$ cat src/rtl/sort_pkg.sv
// Shared constants, state encoding and sizing helper for the sort chain frame sequencer.
package sort_pkg;

  localparam int unsigned WORD_W = 32;
  localparam logic [WORD_W-1:0] FLUSH_WORD_DEF = 32'h7FFF_FFFF;

  // Frame sequencer states, kept as plain constants for legacy tools.
  typedef logic [2:0] state_t;
  localparam state_t ST_IDLE  = 3'd0;
  localparam state_t ST_CLEAR = 3'd1;
  localparam state_t ST_LOAD  = 3'd2;
  localparam state_t ST_FLUSH = 3'd3;
  localparam state_t ST_DRAIN = 3'd4;
  localparam state_t ST_DONE  = 3'd5;

  // Counters must reach 2N inclusive.
  function automatic int unsigned cnt_width(input int unsigned n);
    return $clog2(2 * n + 1);
  endfunction

endpackage

$ cat src/rtl/sort_chain_ctrl_if.sv
// FIFO-side signal bundle between the frame sequencer and its source, chain and result FIFOs.
interface sort_chain_ctrl_if;
  import sort_pkg::*;

  logic [WORD_W-1:0] src_dout;
  logic              src_empty_n;
  logic              src_read;
  logic [WORD_W-1:0] chn_din;
  logic              chn_full_n;
  logic              chn_write;
  logic [WORD_W-1:0] chn_dout;
  logic              chn_empty_n;
  logic              chn_read;
  logic [WORD_W-1:0] res_din;
  logic              res_full_n;
  logic              res_write;
  logic              res_last;

  modport master (
    input  src_dout, src_empty_n, chn_full_n, chn_dout, chn_empty_n, res_full_n,
    output src_read, chn_din, chn_write, chn_read, res_din, res_write, res_last
  );

  modport slave (
    output src_dout, src_empty_n, chn_full_n, chn_dout, chn_empty_n, res_full_n,
    input  src_read, chn_din, chn_write, chn_read, res_din, res_write, res_last
  );

endinterface

$ cat src/rtl/sort_out_tracker.sv
// Chain output side: counts 2N reads per frame, discards the first N and forwards the rest.
module sort_out_tracker
  import sort_pkg::*;
#(
  parameter int unsigned N  = 8,
  parameter int unsigned CW = cnt_width(N)
) (
  input  logic ap_clk,
  input  logic ap_rst_n,
  input  logic clear,
  input  logic active,
  input  logic chn_empty_n,
  input  logic res_full_n,
  output logic chn_read,
  output logic res_write,
  output logic res_last,
  output logic drained
);

  localparam logic [CW-1:0] FWD_START = CW'(N);
  localparam logic [CW-1:0] CNT_LAST  = CW'(2 * N - 1);
  localparam logic [CW-1:0] CNT_END   = CW'(2 * N);

  logic [CW-1:0] out_cnt_q, out_cnt_d;

  always_comb begin
    drained   = (out_cnt_q == CNT_END);
    chn_read  = 1'b0;
    res_write = 1'b0;
    if (active && !drained) begin
      // Held values only emerge after N words; earlier outputs are stale and dropped.
      if (out_cnt_q >= FWD_START) begin
        chn_read  = chn_empty_n & res_full_n;
        res_write = chn_empty_n & res_full_n;
      end else begin
        chn_read  = chn_empty_n;
      end
    end
    res_last  = res_write & (out_cnt_q == CNT_LAST);
    out_cnt_d = out_cnt_q;
    if (clear) begin
      out_cnt_d = '0;
    end else if (chn_read) begin
      out_cnt_d = out_cnt_q + 1'b1;
    end
  end

  always_ff @(posedge ap_clk or negedge ap_rst_n) begin
    if (!ap_rst_n) begin
      out_cnt_q <= '0;
    end else begin
      out_cnt_q <= out_cnt_d;
    end
  end

endmodule

$ cat src/rtl/sort_chain_ctrl.sv
// Frame sequencer for a chain of N insertion-sort cells: clear, load, flush, drain, done.
module sort_chain_ctrl
  import sort_pkg::*;
#(
  parameter int unsigned       N          = 8,
  parameter logic [WORD_W-1:0] FLUSH_WORD = FLUSH_WORD_DEF,
  parameter int unsigned       CLR_CYC    = 2
) (
  input  logic              ap_clk,
  input  logic              ap_rst_n,
  input  logic              ap_start,
  input  logic              ap_continue,
  output logic              ap_done,
  output logic              ap_idle,
  output logic              ap_ready,
  sort_chain_ctrl_if.master fifo,
  output logic              chain_rst,
  output logic [15:0]       frame_cnt
);

  localparam int unsigned   CW       = cnt_width(N);
  localparam int unsigned   CLW      = (CLR_CYC > 1) ? $clog2(CLR_CYC) : 1;
  localparam logic [CW-1:0] LAST_IN  = CW'(N - 1);
  localparam logic [CLW-1:0] LAST_CLR = CLW'(CLR_CYC - 1);

  state_t            state_q, state_d;
  logic [CW-1:0]     in_cnt_q, in_cnt_d;
  logic [CLW-1:0]    clr_cnt_q, clr_cnt_d;
  logic [15:0]       frame_cnt_q, frame_cnt_d;
  logic              src_read, chn_write, out_clear, out_active;
  logic [WORD_W-1:0] chn_din;
  logic              chn_read, res_write, res_last, drained;

  always_comb begin
    state_d     = state_q;
    in_cnt_d    = in_cnt_q;
    clr_cnt_d   = clr_cnt_q;
    frame_cnt_d = frame_cnt_q;
    src_read    = 1'b0;
    chn_write   = 1'b0;
    chn_din     = '0;
    ap_ready    = 1'b0;
    out_clear   = 1'b0;
    case (state_q)
      ST_IDLE: begin
        if (ap_start) begin
          state_d   = ST_CLEAR;
          in_cnt_d  = '0;
          clr_cnt_d = '0;
          out_clear = 1'b1;
        end
      end
      ST_CLEAR: begin
        clr_cnt_d = clr_cnt_q + 1'b1;
        if (clr_cnt_q == LAST_CLR) begin
          state_d = ST_LOAD;
        end
      end
      ST_LOAD: begin
        src_read  = fifo.src_empty_n & fifo.chn_full_n;
        chn_write = src_read;
        chn_din   = fifo.src_dout;
        if (src_read) begin
          if (in_cnt_q == LAST_IN) begin
            ap_ready = 1'b1;
            in_cnt_d = '0;
            state_d  = ST_FLUSH;
          end else begin
            in_cnt_d = in_cnt_q + 1'b1;
          end
        end
      end
      ST_FLUSH: begin
        chn_write = fifo.chn_full_n;
        chn_din   = FLUSH_WORD;
        if (chn_write) begin
          if (in_cnt_q == LAST_IN) begin
            in_cnt_d = '0;
            state_d  = ST_DRAIN;
          end else begin
            in_cnt_d = in_cnt_q + 1'b1;
          end
        end
      end
      ST_DRAIN: begin
        // Leave on the final read itself so ap_done follows it by one cycle.
        if (drained || res_last) begin
          state_d = ST_DONE;
        end
      end
      ST_DONE: begin
        if (ap_continue) begin
          frame_cnt_d = frame_cnt_q + 16'd1;
          state_d     = ST_IDLE;
        end
      end
      default: state_d = ST_IDLE;
    endcase
  end

  always_ff @(posedge ap_clk or negedge ap_rst_n) begin
    if (!ap_rst_n) begin
      state_q     <= ST_IDLE;
      in_cnt_q    <= '0;
      clr_cnt_q   <= '0;
      frame_cnt_q <= '0;
    end else begin
      state_q     <= state_d;
      in_cnt_q    <= in_cnt_d;
      clr_cnt_q   <= clr_cnt_d;
      frame_cnt_q <= frame_cnt_d;
    end
  end

  assign out_active = (state_q == ST_LOAD) || (state_q == ST_FLUSH) || (state_q == ST_DRAIN);

  sort_out_tracker #(
    .N  (N),
    .CW (CW)
  ) u_out_tracker (
    .ap_clk      (ap_clk),
    .ap_rst_n    (ap_rst_n),
    .clear       (out_clear),
    .active      (out_active),
    .chn_empty_n (fifo.chn_empty_n),
    .res_full_n  (fifo.res_full_n),
    .chn_read    (chn_read),
    .res_write   (res_write),
    .res_last    (res_last),
    .drained     (drained)
  );

  assign fifo.src_read  = src_read;
  assign fifo.chn_write = chn_write;
  assign fifo.chn_din   = chn_din;
  assign fifo.chn_read  = chn_read;
  assign fifo.res_write = res_write;
  assign fifo.res_last  = res_last;
  assign fifo.res_din   = res_write ? fifo.chn_dout : '0;

  // The chain is held in reset whenever the sequencer itself is.
  assign chain_rst = (state_q == ST_CLEAR) | ~ap_rst_n;
  assign ap_done   = (state_q == ST_DONE);
  assign ap_idle   = (state_q == ST_IDLE);
  assign frame_cnt = frame_cnt_q;

endmodule

$ cat src/flat_wrapper.sv
// flat-port wrapper written by rule: the top's interface ports become plain ports
module sort_chain_ctrl_flat import sort_pkg::*;
#(
  parameter int unsigned       N          = 8,
  parameter logic [WORD_W-1:0] FLUSH_WORD = FLUSH_WORD_DEF,
  parameter int unsigned       CLR_CYC    = 2
)
  (ap_clk, ap_rst_n, ap_start, ap_continue, ap_done, ap_idle, ap_ready, chain_rst, frame_cnt, fifo_src_dout, fifo_src_empty_n, fifo_chn_full_n, fifo_chn_dout, fifo_chn_empty_n, fifo_res_full_n, fifo_src_read, fifo_chn_din, fifo_chn_write, fifo_chn_read, fifo_res_din, fifo_res_write, fifo_res_last);
  sort_chain_ctrl_if fifo_i ();
  input  logic ap_clk;
  input  logic ap_rst_n;
  input  logic ap_start;
  input  logic ap_continue;
  output logic ap_done;
  output logic ap_idle;
  output logic ap_ready;
  output logic chain_rst;
  output logic [15:0] frame_cnt;
  input wire logic [$bits(fifo_i.src_dout)-1:0] fifo_src_dout;
  input wire logic [$bits(fifo_i.src_empty_n)-1:0] fifo_src_empty_n;
  input wire logic [$bits(fifo_i.chn_full_n)-1:0] fifo_chn_full_n;
  input wire logic [$bits(fifo_i.chn_dout)-1:0] fifo_chn_dout;
  input wire logic [$bits(fifo_i.chn_empty_n)-1:0] fifo_chn_empty_n;
  input wire logic [$bits(fifo_i.res_full_n)-1:0] fifo_res_full_n;
  output wire logic [$bits(fifo_i.src_read)-1:0] fifo_src_read;
  output wire logic [$bits(fifo_i.chn_din)-1:0] fifo_chn_din;
  output wire logic [$bits(fifo_i.chn_write)-1:0] fifo_chn_write;
  output wire logic [$bits(fifo_i.chn_read)-1:0] fifo_chn_read;
  output wire logic [$bits(fifo_i.res_din)-1:0] fifo_res_din;
  output wire logic [$bits(fifo_i.res_write)-1:0] fifo_res_write;
  output wire logic [$bits(fifo_i.res_last)-1:0] fifo_res_last;
  assign fifo_i.src_dout = fifo_src_dout;
  assign fifo_i.src_empty_n = fifo_src_empty_n;
  assign fifo_i.chn_full_n = fifo_chn_full_n;
  assign fifo_i.chn_dout = fifo_chn_dout;
  assign fifo_i.chn_empty_n = fifo_chn_empty_n;
  assign fifo_i.res_full_n = fifo_res_full_n;
  assign fifo_src_read = fifo_i.src_read;
  assign fifo_chn_din = fifo_i.chn_din;
  assign fifo_chn_write = fifo_i.chn_write;
  assign fifo_chn_read = fifo_i.chn_read;
  assign fifo_res_din = fifo_i.res_din;
  assign fifo_res_write = fifo_i.res_write;
  assign fifo_res_last = fifo_i.res_last;
  sort_chain_ctrl #(.N(N), .FLUSH_WORD(FLUSH_WORD), .CLR_CYC(CLR_CYC)) u_core (.ap_clk(ap_clk), .ap_rst_n(ap_rst_n), .ap_start(ap_start), .ap_continue(ap_continue), .ap_done(ap_done), .ap_idle(ap_idle), .ap_ready(ap_ready), .fifo(fifo_i), .chain_rst(chain_rst), .frame_cnt(frame_cnt));
endmodule
$ cat config.mk
export PLATFORM = sky130hd
export DESIGN_NAME = sort_chain_ctrl_flat
export DESIGN_NICKNAME = d
export VERILOG_FILES = /design/src/rtl/sort_pkg.sv /design/src/rtl/sort_chain_ctrl_if.sv /design/src/rtl/sort_out_tracker.sv /design/src/rtl/sort_chain_ctrl.sv /design/src/flat_wrapper.sv
export SDC_FILE = /design/constraint.sdc
export NUM_CORES = 1
export LEC_CHECK = 0
export BUFFER_PORTS_ARGS = -buffer_cell sky130_fd_sc_hd__buf_2
export CORE_MARGIN = 8
export CORE_UTILIZATION = 41
export DETAILED_ROUTE_END_ITERATION = 8
export HOLD_SLACK_MARGIN = 0.05
export PLACE_DENSITY = 0.91
export SETUP_SLACK_MARGIN = 0.2
export SLEW_MARGIN = 30
export SYNTH_ARGS = -nofsm -noshare
export SYNTH_HDL_FRONTEND = slang
export SYNTH_SLANG_ARGS = --single-unit
$ cat constraint.sdc
create_clock -name ap_clk -period 2.2 [get_ports ap_clk]
set_clock_uncertainty 0.15 [all_clocks]
set_input_delay 0.11 -clock ap_clk [delete_from_list [all_inputs] [get_ports ap_clk]]
set_output_delay 0.11 -clock ap_clk [all_outputs]
set_load 0.02 [all_outputs]
==> out/results.txt <==
RSZ-0062 raised after global routing -> true
I/O pin total -> 161
Total power density per cell area -> 1190 nW/um^2
Row count -> 26
Number of failing setup endpoints in the final timing report -> 16
CTS Root Buffer Type -> clkbuf_8
Cell area after synthesis -> 2200 sq um
Initial core utilization -> 42.9%
Maximum number of pins on one net before global-route repair -> 40
Post-place instance area -> 3050 sq um
Number of buffers created by CTS -> 5
Met1 global-route usage -> 25.7%
Average detailed-routed wire length per instance -> 19.5 microns
Residual DRC count -> 0
Run status -> finished with violations
Die span in x -> 89.3 microns
Flip-flop and latch count after synthesis -> 30
Antenna violation net count after detailed routing -> 0
Design area -> 3720 sq um
Flip-flop cell with the highest count after synthesis -> dfrtp_1
Clock net sink count -> 30
Failing checks -> negative setup slack
Maximum clock frequency -> 449 MHz
Top Usage Layer GRT -> met2
Deepest clock path buffer count -> 2
Tightest slew margin relative to the limit -> 68.8%
Crit path capture type -> primary output
Vias in the first global route -> 2844
Met2 layer usage reported by global route -> 38.2%
Hold Path Depth -> 2
Met3 track demand over resource -> 5.79%
Synth-to-Final Area Change -> 68.7%
Worst-case register-to-register setup slack -> 0.15 ns
Final total negative setup slack -> -0.207 ns
Utilization after layout -> 72.3%
Gr usage total -> 22.6%
Congestion Overflow GR -> 0
Max-Cap Viols -> 0
Leakage power -> 0.00199 uW
Top library cells by usage in the layout, fill and taps aside -> 126 x buf_2, 72 x nor2_1, 38 x buf_6
Maximum level of the CTS H-tree -> 2
Worst R2R Start -> u_core.state_q[2]$_DFFE_PN0P_
Startpoint of the tightest hold check path -> fifo_chn_full_n
Nets in the synthesized netlist -> 352
Number of diodes -> 0
Final Hold Viols -> 0
DP HPWL -> 5960 microns
Highest net fanout along the worst path -> 8
Asr flop ratio synth -> 100%
Area enclosed by the die boundary -> 7980 sq um
Detail-routed via count per cell -> 5.38
Hold endpoint -> u_core.state_q[2]$_DFFE_PN0P_
Wire length of the first global-routing pass -> 13900 microns
Most common library cell in the layout ignoring fill and taps -> buf_2
Multi-input gate area in the final layout -> 1480 sq um
Worst Reg-to-Reg Cells -> 6
Number of different library cells in the post-synthesis netlist -> 49
Worst Path Class, Setup -> reg -> out
Initial DRT Pass Iterations -> 5
Max-slew violation total from the final report -> 0
Worst flop-to-flop path endpoint -> u_core.u_out_tracker.out_cnt_q[2]$_DFFE_PN0P_
Worst path arrival time -> 1.97 ns
Die Y-Extent -> 89.3 microns
Total Routed Length -> 10200 microns
Share of post-route cells with drive strength above 1 -> 54.8%
Worst supply voltage drop on vdd -> 0.961 mV
Number of DRC violations after detailed-routing iteration 0 -> 382
Share of the clock period used by the worst path after layout -> 101%
Yosys warnings -> 0
Avg Cell Area, Syn -> 8.02 sq um
Post-synth EDFFs -> 0
Sequential cell area -> 753 sq um
Number of antenna violations at the first check in global routing -> 0
Power consumption -> 4420 uW
Latest clock arrival within the worst-skew pair -> 0.29 ns
Post-layout net count -> 532
Final setup slack of the worst path -> -0.0269 ns
Gate Count Post-Synth -> 275
Weighted congestion reported at the end of routability-driven placement -> 0.914
Port Buf Inserts -> 160
Required time of the worst setup path -> 1.94 ns
Fraction of the yosys area taken by sequential cells -> 34.1%
Critical Path Start Type -> register
Total number of vias -> 2818
Actual transition at the worst max-transition pin -> 0.467 ns
Core region area -> 5140 sq um
CTS tree -> built
Final critical delay including setup and external delays -> 2.23 ns
Final-layout fill cell count -> 366
Hold Crit Class -> in -> reg
Register clock-pin slew on the reported worst setup and hold paths -> 0.06 ns
[cells by family (layout without fill, tap and decap cells)]
group / count (synthesis) / in the layout / synth area share, %
simple gates: 162 / 162 / 38.9
mux: 5 / 5 / 2.38
buf+inv: 24 / 203 / 5.22
compound gates: 33 / 33 / 10.3
fa+ha+maj: 5 / 5 / 2.84
flops: 30 / 30 / 34.1
xor+xnor: 16 / 16 / 6.36
[worst max-delay path: stages, from the launching register on]
cell	delay, ns
dfrtp_1	0.39
inv_2	0.08
ha_4	0.18
nand2b_4	0.07
a21oi_2	0.07
nor3_4	0.30
buf_6	0.18
buf_8	0.13
and2_4	0.15
buf_6	0.11
[Yosys cell counts, types with 3 or more instances]
| library cell | n | area (sq um) |
|---|---|---|
| mux2i_1 | 3 | 30.0 |
| buf_2 | 4 | 20.0 |
| inv_1 | 7 | 26.3 |
| buf_1 | 3 | 11.3 |
| nand3_1 | 11 | 55.1 |
| nor2_1 | 73 | 274 |
| nand2b_1 | 5 | 31.3 |
| a211oi_1 | 3 | 22.5 |
| ha_1 | 5 | 62.6 |
| xnor2_1 | 11 | 96.3 |
| a21oi_1 | 8 | 40.0 |
| and2_1 | 36 | 225 |
| xor2_1 | 5 | 43.8 |
| nand2_1 | 11 | 41.3 |
| nand4_1 | 5 | 31.3 |
| dfrtp_1 | 30 | 751 |
| nor3_1 | 3 | 15.0 |
| clkbuf_1 | 6 | 22.5 |
| o21ai_0 | 7 | 35.0 |
| and3_1 | 4 | 25.0 |
[state kept, by name (all words and copies together), names as in the netlist]
| signal | count |
|---|---|
| u_core.clr_cnt_q | 1 |
| u_core.state_q | 3 |
| u_core.u_out_tracker.out_cnt_q | 5 |
| u_core.in_cnt_q | 5 |
| u_core.frame_cnt | 16 |
[power by group]
group / total [uW] / switching (uW) / internal, uW
Combinational: 3110 / 1820 / 1290
Clock: 443 / 202 / 241
Sequential: 859 / 184 / 675
Total: 4420 / 2210 / 2210
[metrics by stage]
stage,setup WS [ns],hold WS (ns),cells
4_1_cts,0.138,0.0518,516
3_5_place_dp,0.351,0.0562,494
6_report,-0.0269,0.0420,524
3_3_place_gp,0.383,0.0574,494
5_1_grt,-0.00727,0.0465,524
2_1_floorplan,0.408,-0.336,275
[worst max-delay path by stage]
stage / start / end / slack, ns / cells past startpoint
3_5_place_dp: u_core.state_q[1]$_DFFE_PN0P_ / fifo_res_din[26] / 0.35 / 6
3_3_place_gp: u_core.u_out_tracker.out_cnt_q[0]$_DFFE_PN0P_ / u_core.u_out_tracker.out_cnt_q[3]$_DFFE_PN0P_ / 0.38 / 6
5_1_grt: u_core.u_out_tracker.out_cnt_q[0]$_DFFE_PN0P_ / fifo_res_din[23] / -0.007 / 9
4_1_cts: u_core.state_q[1]$_DFFE_PN0P_ / fifo_res_din[25] / 0.14 / 7
2_1_floorplan: u_core.state_q[0]$_DFFE_PN0P_ / fifo_res_din[22] / 0.41 / 6
6_report: u_core.u_out_tracker.out_cnt_q[0]$_DFFE_PN0P_ / fifo_res_din[23] / -0.03 / 9
[what timing repair did]
| action | 4_1_cts | 5_1_grt |
|---|---|---|
| pin swaps | 11 | 5 |
| gates resized for setup | 87 | 45 |
| gates cloned | 4 | 1 |
| hold endpoints to repair | 31 | 0 |
| setup buffers | 10 | 7 |
| hold buffers | 2 | 0 |
| endpoints found under the setup margin | 35 | 69 |
[layer usage]
| layer | wire [microns] | up-vias |
|---|---|---|
| met1 | 3630 | 1295 |
| met3 | 968 | 56 |
| met2 | 5190 | 193 |
| li1 | - | 1274 |
| met5 | 0 | - |
| met4 | 412 | 0 |
[layout make-up]
cell class                      instances  area share [%]
Sequential cell                        30            20.3
Clock buffer                            6            2.22
Tap cell                               70            2.36
Timing Repair Buffer                  190            34.6
Inverter                                7           0.707
Multi-Input combinational cell        221            39.9
(Power assumes the default switching activity.)
